<file path="src/rtl/mem_pkg.sv">
`default_nettype none
//------------------------------------------------------------------------------
// Module  : mem_pkg
// Purpose : Shared types and default constants for the memory responder.
//           Holds the responder state encoding and the default fill byte
//           and write-protect limit.
// Ports   : none (package)
// Macros  : none
// Revision: 1.0 - initial release
//------------------------------------------------------------------------------
package mem_pkg;

   // Responder phases: wipe the array, accept the program image, then serve
   // the controller. The encoding is fixed at 2 bits.
   typedef enum logic [1:0] {
      ST_CLEAR = 2'd0,
      ST_LOAD  = 2'd1,
      ST_SERVE = 2'd2
   } mem_state_t;

   // 8'hFF is a no-op opcode for the controller, so an early fetch is harmless.
   localparam logic [7:0] c_default_fill_byte = 8'hFF;

   // First writable address when write protection is compiled in.
   localparam logic [7:0] c_default_wp_limit = 8'h10;

endpackage : mem_pkg
`default_nettype wire

</file>
<file path="src/rtl/mem_responder_if.sv">
`default_nettype none
//------------------------------------------------------------------------------
// Module  : mem_responder_if
// Purpose : Bundles the controller memory bus and the program-load byte
//           stream that connect to the memory responder.
// Ports   : (interface signals)
//           address    controller access address
//           to_mem     controller write data
//           from_mem   read data returned to the controller
//           mem_clock  controller access strobe (level)
//           mem_write  write qualifier, sampled with the strobe edge
//           load_valid load byte present
//           load_data  load byte
//           load_last  final load byte (qualified by load_valid)
//           load_ready responder accepts a load byte this cycle
//           mem_ready  responder is serving controller accesses
//           wp_fault   sticky write-protect violation
//           Modports: master (controller/loader side), slave (responder).
// Macros  : none
// Revision: 1.0 - initial release
//------------------------------------------------------------------------------
interface mem_responder_if #(
   parameter int ADDR_W = 8,
   parameter int DATA_W = 8
) ();

   logic [ADDR_W-1:0] address;
   logic [DATA_W-1:0] to_mem;
   logic [DATA_W-1:0] from_mem;
   logic              mem_clock;
   logic              mem_write;
   logic              load_valid;
   logic [DATA_W-1:0] load_data;
   logic              load_last;
   logic              load_ready;
   logic              mem_ready;
   logic              wp_fault;

   modport master (
      output address,
      output to_mem,
      output mem_clock,
      output mem_write,
      output load_valid,
      output load_data,
      output load_last,
      input  from_mem,
      input  load_ready,
      input  mem_ready,
      input  wp_fault
   );

   modport slave (
      input  address,
      input  to_mem,
      input  mem_clock,
      input  mem_write,
      input  load_valid,
      input  load_data,
      input  load_last,
      output from_mem,
      output load_ready,
      output mem_ready,
      output wp_fault
   );

endinterface : mem_responder_if
`default_nettype wire

</file>
<file path="src/rtl/mem_array.sv">
`default_nettype none
//------------------------------------------------------------------------------
// Module  : mem_array
// Purpose : 2^ADDR_W x DATA_W storage with one synchronous write port and one
//           asynchronous (combinational) read port. Contents are not reset;
//           the owner is expected to initialise them.
// Ports   : clock    write clock (posedge)
//           i_we     write enable
//           i_waddr  write address
//           i_wdata  write data
//           i_raddr  read address
//           o_rdata  read data, combinational from i_raddr
// Macros  : none
// Revision: 1.0 - initial release
//------------------------------------------------------------------------------
module mem_array #(
   parameter int ADDR_W = 8,
   parameter int DATA_W = 8
) (
   input  wire              clock,
   input  wire              i_we,
   input  wire [ADDR_W-1:0] i_waddr,
   input  wire [DATA_W-1:0] i_wdata,
   input  wire [ADDR_W-1:0] i_raddr,
   output logic [DATA_W-1:0] o_rdata
);

   localparam int c_depth = 2 ** ADDR_W;

   logic [DATA_W-1:0] r_mem [c_depth];

   always_ff @(posedge clock) begin
      if (i_we) begin
         r_mem[i_waddr] <= i_wdata;
      end
   end

   // A write is visible on the read port from the cycle after its posedge.
   assign o_rdata = r_mem[i_raddr];

endmodule : mem_array
`default_nettype wire

</file>
<file path="src/rtl/mem_responder.sv">
`default_nettype none
//------------------------------------------------------------------------------
// Module  : mem_responder
// Purpose : Memory-side responder for the controller bus. After reset it
//           fills the whole array with FILL_BYTE, then accepts a program
//           image over the byte-stream load port, then serves controller
//           reads (asynchronous) and writes (one per rising strobe edge).
// Ports   : clock  system clock, all state updates on posedge
//           reset  synchronous active-high reset
//           bus    mem_responder_if.slave (controller bus + load stream)
// Macros  : MEM_WP_EN - when defined, controller writes below WP_LIMIT are
//           dropped and flag a sticky wp_fault; otherwise wp_fault is 0.
// Revision: 1.0 - initial release
//------------------------------------------------------------------------------
module mem_responder
   import mem_pkg::*;
#(
   parameter int                ADDR_W    = 8,
   parameter int                DATA_W    = 8,
   parameter logic [DATA_W-1:0] FILL_BYTE = DATA_W'(c_default_fill_byte),
   parameter logic [ADDR_W-1:0] WP_LIMIT  = ADDR_W'(c_default_wp_limit)
) (
   input  wire            clock,
   input  wire            reset,
   mem_responder_if.slave bus
);

   localparam logic [ADDR_W-1:0] c_last_addr = '1;

   mem_state_t        r_state;
   mem_state_t        w_next_state;
   logic [ADDR_W-1:0] r_fill_ptr;
   logic [ADDR_W-1:0] r_load_ptr;
   logic              r_strobe_q;

   logic              w_access;
   logic              w_below_limit;
   logic              w_wp_block;
   logic              w_wp_hit;
   logic              w_we;
   logic [ADDR_W-1:0] w_waddr;
   logic [DATA_W-1:0] w_wdata;
   logic [DATA_W-1:0] w_rdata;
   logic              w_load_ready;
   logic              w_mem_ready;

   // An access is the rising edge of the level strobe, so a strobe held high
   // for several cycles produces exactly one write.
   assign w_access      = bus.mem_clock & ~r_strobe_q;
   assign w_below_limit = (bus.address < WP_LIMIT);

`ifdef MEM_WP_EN
   logic r_wp_fault;

   assign w_wp_block = w_below_limit;

   always_ff @(posedge clock) begin
      if (reset) begin
         r_wp_fault <= 1'b0;
      end else if (w_wp_hit) begin
         r_wp_fault <= 1'b1;
      end
   end

   assign bus.wp_fault = r_wp_fault;
`else
   logic w_unused_wp;

   assign w_wp_block   = 1'b0;
   assign w_unused_wp  = w_below_limit | w_wp_hit;
   assign bus.wp_fault = 1'b0;
`endif

   //---------------------------------------------------------------------------
   // State register and pointers
   //---------------------------------------------------------------------------
   always_ff @(posedge clock) begin
      if (reset) begin
         r_state    <= ST_CLEAR;
         r_fill_ptr <= '0;
         r_load_ptr <= '0;
         r_strobe_q <= 1'b0;
      end else begin
         r_state <= w_next_state;
         case (r_state)
            ST_CLEAR: begin
               // Wraps back to 0 on the last fill write, leaving it clean.
               r_fill_ptr <= r_fill_ptr + 1'b1;
               r_load_ptr <= '0;
            end
            ST_LOAD: begin
               if (bus.load_valid) begin
                  r_load_ptr <= r_load_ptr + 1'b1;
               end
            end
            ST_SERVE: begin
               r_strobe_q <= bus.mem_clock;
            end
            default: begin
               r_strobe_q <= 1'b0;
            end
         endcase
      end
   end

   //---------------------------------------------------------------------------
   // Next state and write-port multiplexer
   //---------------------------------------------------------------------------
   always_comb begin
      w_next_state = r_state;
      w_we         = 1'b0;
      w_waddr      = r_fill_ptr;
      w_wdata      = FILL_BYTE;
      w_load_ready = 1'b0;
      w_mem_ready  = 1'b0;
      w_wp_hit     = 1'b0;

      case (r_state)
         ST_CLEAR: begin
            w_we = 1'b1;
            if (r_fill_ptr == c_last_addr) begin
               w_next_state = ST_LOAD;
            end
         end

         ST_LOAD: begin
            w_load_ready = 1'b1;
            w_waddr      = r_load_ptr;
            w_wdata      = bus.load_data;
            if (bus.load_valid) begin
               w_we = 1'b1;
               // Filling the top address ends the load without wrapping onto
               // address 0, whether or not load_last was flagged.
               if (bus.load_last || (r_load_ptr == c_last_addr)) begin
                  w_next_state = ST_SERVE;
               end
            end
         end

         ST_SERVE: begin
            w_mem_ready = 1'b1;
            w_waddr     = bus.address;
            w_wdata     = bus.to_mem;
            if (w_access && bus.mem_write) begin
               if (w_wp_block) begin
                  w_wp_hit = 1'b1;
               end else begin
                  w_we = 1'b1;
               end
            end
         end

         default: begin
            w_next_state = ST_CLEAR;
         end
      endcase
   end

   //---------------------------------------------------------------------------
   // Storage
   //---------------------------------------------------------------------------
   mem_array #(
      .ADDR_W (ADDR_W),
      .DATA_W (DATA_W)
   ) u_mem_array (
      .clock   (clock),
      .i_we    (w_we),
      .i_waddr (w_waddr),
      .i_wdata (w_wdata),
      .i_raddr (bus.address),
      .o_rdata (w_rdata)
   );

   // Until serving, the controller only ever sees the no-op fill byte.
   assign bus.from_mem   = (r_state == ST_SERVE) ? w_rdata : FILL_BYTE;
   assign bus.load_ready = w_load_ready;
   assign bus.mem_ready  = w_mem_ready;

endmodule : mem_responder
`default_nettype wire

</file>
<file path="src/flat_wrapper.sv">
// flat-port wrapper written by rule: the top's interface ports become plain ports
module mem_responder_flat import mem_pkg::*;
#(
   parameter int                ADDR_W    = 8,
   parameter int                DATA_W    = 8,
   parameter logic [DATA_W-1:0] FILL_BYTE = DATA_W'(c_default_fill_byte),
   parameter logic [ADDR_W-1:0] WP_LIMIT  = ADDR_W'(c_default_wp_limit)
)
  (clock, reset, bus_address, bus_to_mem, bus_mem_clock, bus_mem_write, bus_load_valid, bus_load_data, bus_load_last, bus_from_mem, bus_load_ready, bus_mem_ready, bus_wp_fault);
  mem_responder_if #(.ADDR_W(ADDR_W), .DATA_W(DATA_W)) bus_i ();
  input  wire clock;
  input  wire reset;
  input wire logic [$bits(bus_i.address)-1:0] bus_address;
  input wire logic [$bits(bus_i.to_mem)-1:0] bus_to_mem;
  input wire logic [$bits(bus_i.mem_clock)-1:0] bus_mem_clock;
  input wire logic [$bits(bus_i.mem_write)-1:0] bus_mem_write;
  input wire logic [$bits(bus_i.load_valid)-1:0] bus_load_valid;
  input wire logic [$bits(bus_i.load_data)-1:0] bus_load_data;
  input wire logic [$bits(bus_i.load_last)-1:0] bus_load_last;
  output wire logic [$bits(bus_i.from_mem)-1:0] bus_from_mem;
  output wire logic [$bits(bus_i.load_ready)-1:0] bus_load_ready;
  output wire logic [$bits(bus_i.mem_ready)-1:0] bus_mem_ready;
  output wire logic [$bits(bus_i.wp_fault)-1:0] bus_wp_fault;
  assign bus_i.address = bus_address;
  assign bus_i.to_mem = bus_to_mem;
  assign bus_i.mem_clock = bus_mem_clock;
  assign bus_i.mem_write = bus_mem_write;
  assign bus_i.load_valid = bus_load_valid;
  assign bus_i.load_data = bus_load_data;
  assign bus_i.load_last = bus_load_last;
  assign bus_from_mem = bus_i.from_mem;
  assign bus_load_ready = bus_i.load_ready;
  assign bus_mem_ready = bus_i.mem_ready;
  assign bus_wp_fault = bus_i.wp_fault;
  mem_responder #(.ADDR_W(ADDR_W), .DATA_W(DATA_W), .FILL_BYTE(FILL_BYTE), .WP_LIMIT(WP_LIMIT)) u_core (.clock(clock), .reset(reset), .bus(bus_i));
endmodule
</file>
<file path="config.mk">
export PLATFORM = sky130hd
export DESIGN_NAME = mem_responder_flat
export DESIGN_NICKNAME = d
export VERILOG_FILES = /design/src/rtl/mem_pkg.sv /design/src/rtl/mem_responder_if.sv /design/src/rtl/mem_array.sv /design/src/rtl/mem_responder.sv /design/src/flat_wrapper.sv
export SDC_FILE = /design/constraint.sdc
export NUM_CORES = 2
export LEC_CHECK = 0
export CAP_MARGIN = 0
export CORE_MARGIN = 8
export CORE_UTILIZATION = 40
export DETAILED_ROUTE_END_ITERATION = 16
export PLACE_DENSITY = 0.64
export SLEW_MARGIN = 10
export SYNTH_ARGS = -nofsm -noshare
export SYNTH_HDL_FRONTEND = slang
export SYNTH_SLANG_ARGS = --single-unit
</file>
<file path="constraint.sdc">
create_clock -name clock -period 5.7 [get_ports clock]
set_clock_uncertainty 0.15 [all_clocks]
set_input_delay 0.855 -clock clock [delete_from_list [all_inputs] [get_ports clock]]
set_output_delay 0.855 -clock clock [all_outputs]
set_load 0.02 [all_outputs]
</file>
==> impl_metrics.toml <==
[setup_path]
critPathBufInv = 8
worst-setup-path-type = "in -> out"
cp_data_arrival_time_ns = 4.56
critPathMaxStageDelay_ns = 0.60
cp_max_fo = 13
cp.depth = 12
startpoint_type = "primary input"
crit_top_cell = "buf_4"
critical_path.slowest_cell = "clkdlybuf4s50_1"
worstPathCellList = "clkdlybuf4s50_1 > buf_4 > buf_4 > nand2b_1 > buf_4 > buf_4 > a21oi_1 > nor4_1 > buf_4 > o311ai_1 > buf_4 > clkdlybuf4s50_1"
end_kind = "output port"
required_ns = 4.70
critical-path-top-delay-family = "buffers and inverters"
rr_worst_depth = 9

[timing]
timing.final.crit_share_pct = 97.7
fin_ws_ns = 0.131
rsz0062_at_grt = "no"
whs_ns = 0.320
hold_viol_final = 0
tns_ns = 0
drv_slew = 0
min_period_ns = 5.57
fmax_ghz = 0.180
tightestPinTransition_ns = 1.36
setup_viol = 0
max-slew-margin-rel_pct = 9.36

[synthesis]
synth_fp_nets = 3977
synth_flop_cell = "edfxtp_1"
netlist_instances = 3939
ys_warn_count = 0
synth_area_mm2 = 0.0803
synth-edff-count = 2048
synth-seq-cells = 2067
synth_cell_types = 56
avgSynthCellArea_um2 = 20.4
seq_area_frac_synth_pct = 77.0
async_flop_share_pct = 0

[detailed_routing]
routed_via_density = 5.70
drc = 0
vias = 40500
drt_iter0_markers = 4536
drt_pass1_iterations = 8
antenna_left = 0
detail_route.wl_per_cell_um = 28.0
wl_mm = 199

[die]
io_pins = 41
dieWidth_um = 464
start_util_pct = 40.2
num_rows = 164
die_h_um = 464
core_area_mm2 = 0.200
fp.dieArea_mm2 = 0.215

[pwr]
p_total_mw = 31.0
ir_drop_uv = 285
p_per_area_mw_per_mm2 = 334
p_leak_nw = 33.4

[placement]
gp_congestion = 0.878
placed_area_mm2 = 0.0860
dp_hpwl_mm = 122
portBuffers = 39
place_ws_ns = -0.140
dpl.cell_count = 6725

[layout]
final_cells = 7104
syn2layout_area_growth_pct = 15.4
fin_util_pct = 46.4
layout.nets = 4313
seq_area_mm2 = 0.0619
post_route_cells_drive_above_1_share_pct = 24.4
mostFrequentLayoutCells = "edfxtp_1 (2048), mux4_2 (432), buf_4 (294)"
final_cell_area_mm2 = 0.0927
fillers = 16400
final_common_cell = "edfxtp_1"
multi_input_area_mm2 = 0.0173

[global_routing]
grt_max_degree = 228
met3_usage_pct = 3.37
antenna_found_initial = 3
grt_overflow = 0
grt_pass1_vias = 41000
met1_usage_pct = 24.6
grt_usage_pct = 17.9
use_met2_pct = 29.0
grt_pass1_wl_mm = 289
top_usage_layer = "met2"

[clock_tree]
root_buffer = "clkbuf_16"
clock_sinks = 2067
clk_latency_ns = 0.82
clkTransAtPathRegs_ns = 0.06
cts_buffers = 204
postCtsSetupBuffers = 0
hold_buffers = 0
clockBufferDepth = 3
htreeDepth = 4
tritoncts = "yes"

[min_path]
hp-class = "reg -> reg"
hold_depth = 2

[run_status]
status = "completed"

[flow_run]
drv_cap = 0
-- final timing paths --
check	slack [ns]	start	endpoint
max	0.13	bus_address[4]	bus_from_mem[0]
min	0.32	u_core.r_strobe_q$_SDFFE_PP0N_	u_core.r_strobe_q$_SDFFE_PP0N_
max reg2reg	1.25	u_core.r_state[0]$_SDFFE_PP0P_	u_core.u_mem_array.r_mem[105][1]$_DFFE_PP_
min reg2reg	0.32	u_core.r_strobe_q$_SDFFE_PP0N_	u_core.r_strobe_q$_SDFFE_PP0N_
-- state kept, by name, summed over array words and instances, names as in the netlist --
register	flops
u_core.r_load_ptr	8
u_core.u_mem_array.r_mem	2048
u_core.r_state	2
u_core.r_strobe_q	1
u_core.r_fill_ptr	8
-- routing by layer --
metal / vias to the layer above / wire (µm)
li1: 17100 / -
met1: 21300 / 80500
met2: 1730 / 95600
met3: 349 / 15700
met4: 0 / 7210
met5: - / 0
-- cell type report --
type                       count  area share [%]
inverter                       5          0.0202
sequential                  2067            66.8
multi-input combinational   1621            18.7
antenna                        2         0.00540
tap                         2656            3.59
clock inverter               115            1.38
clock buffer                 262            5.82
timing repair buffer         376            3.74
-- logic make-up after synthesis --
kind of cell / share of synthesized area (%)
simple gates: 3.15
flops: 77.0
fa+ha+maj: 0.125
compound gates: 3.56
buf+inv: 1.56
mux: 14.5
other cells: 0.00467
xor+xnor: 0.0981
-- worst min-delay path, delay by kind of cell (launching register included) --
family / cells / cell delay, ns
compound gates: 2 / 0.12
flops: 1 / 0.30
-- cells in the mapped netlist, types with 5 or more instances --
cell type | count | share of area (%)
nand2_1 | 89 | 0.42
nand3_1 | 39 | 0.24
mux4_2 | 432 | 12
a221oi_1 | 10 | 0.11
dfxtp_1 | 19 | 0.47
or4_1 | 12 | 0.11
o22ai_1 | 65 | 0.51
or2_2 | 6 | 0.047
buf_6 | 16 | 0.22
a31oi_1 | 9 | 0.070
nor2_1 | 288 | 1.3
edfxtp_1 | 2048 | 77
nor2b_1 | 10 | 0.078
o21ai_0 | 15 | 0.093
mux2i_1 | 183 | 2.3
o221ai_1 | 7 | 0.076
a211oi_1 | 8 | 0.075
mux2_2 | 5 | 0.070
nor4_1 | 12 | 0.093
nand2b_1 | 14 | 0.11
a21oi_1 | 82 | 0.51
xor2_1 | 7 | 0.076
ha_1 | 8 | 0.12
nor3_1 | 60 | 0.37
buf_4 | 33 | 0.31
buf_2 | 41 | 0.26
a22oi_1 | 160 | 1.5
clkbuf_1 | 134 | 0.63
a22o_1 | 12 | 0.13
buf_1 | 21 | 0.098
nand4_1 | 27 | 0.21
-- power by group --
group          switching, mW  internal, mW  leakage (nW)
Sequential           0.00417          16.5          23.0
Clock                   5.72          7.66          3.21
Combinational          0.685         0.387          7.17
Total                   6.41          24.6          33.4
-- what timing repair did --
item | 4_1_cts | 5_1_grt
endpoints found under the hold margin | 0 | 0
endpoints found under the setup margin | 5 | 4
cloned | 0 | 0
resized for setup | 4 | 4
Power figures use the tool's default switching activity.
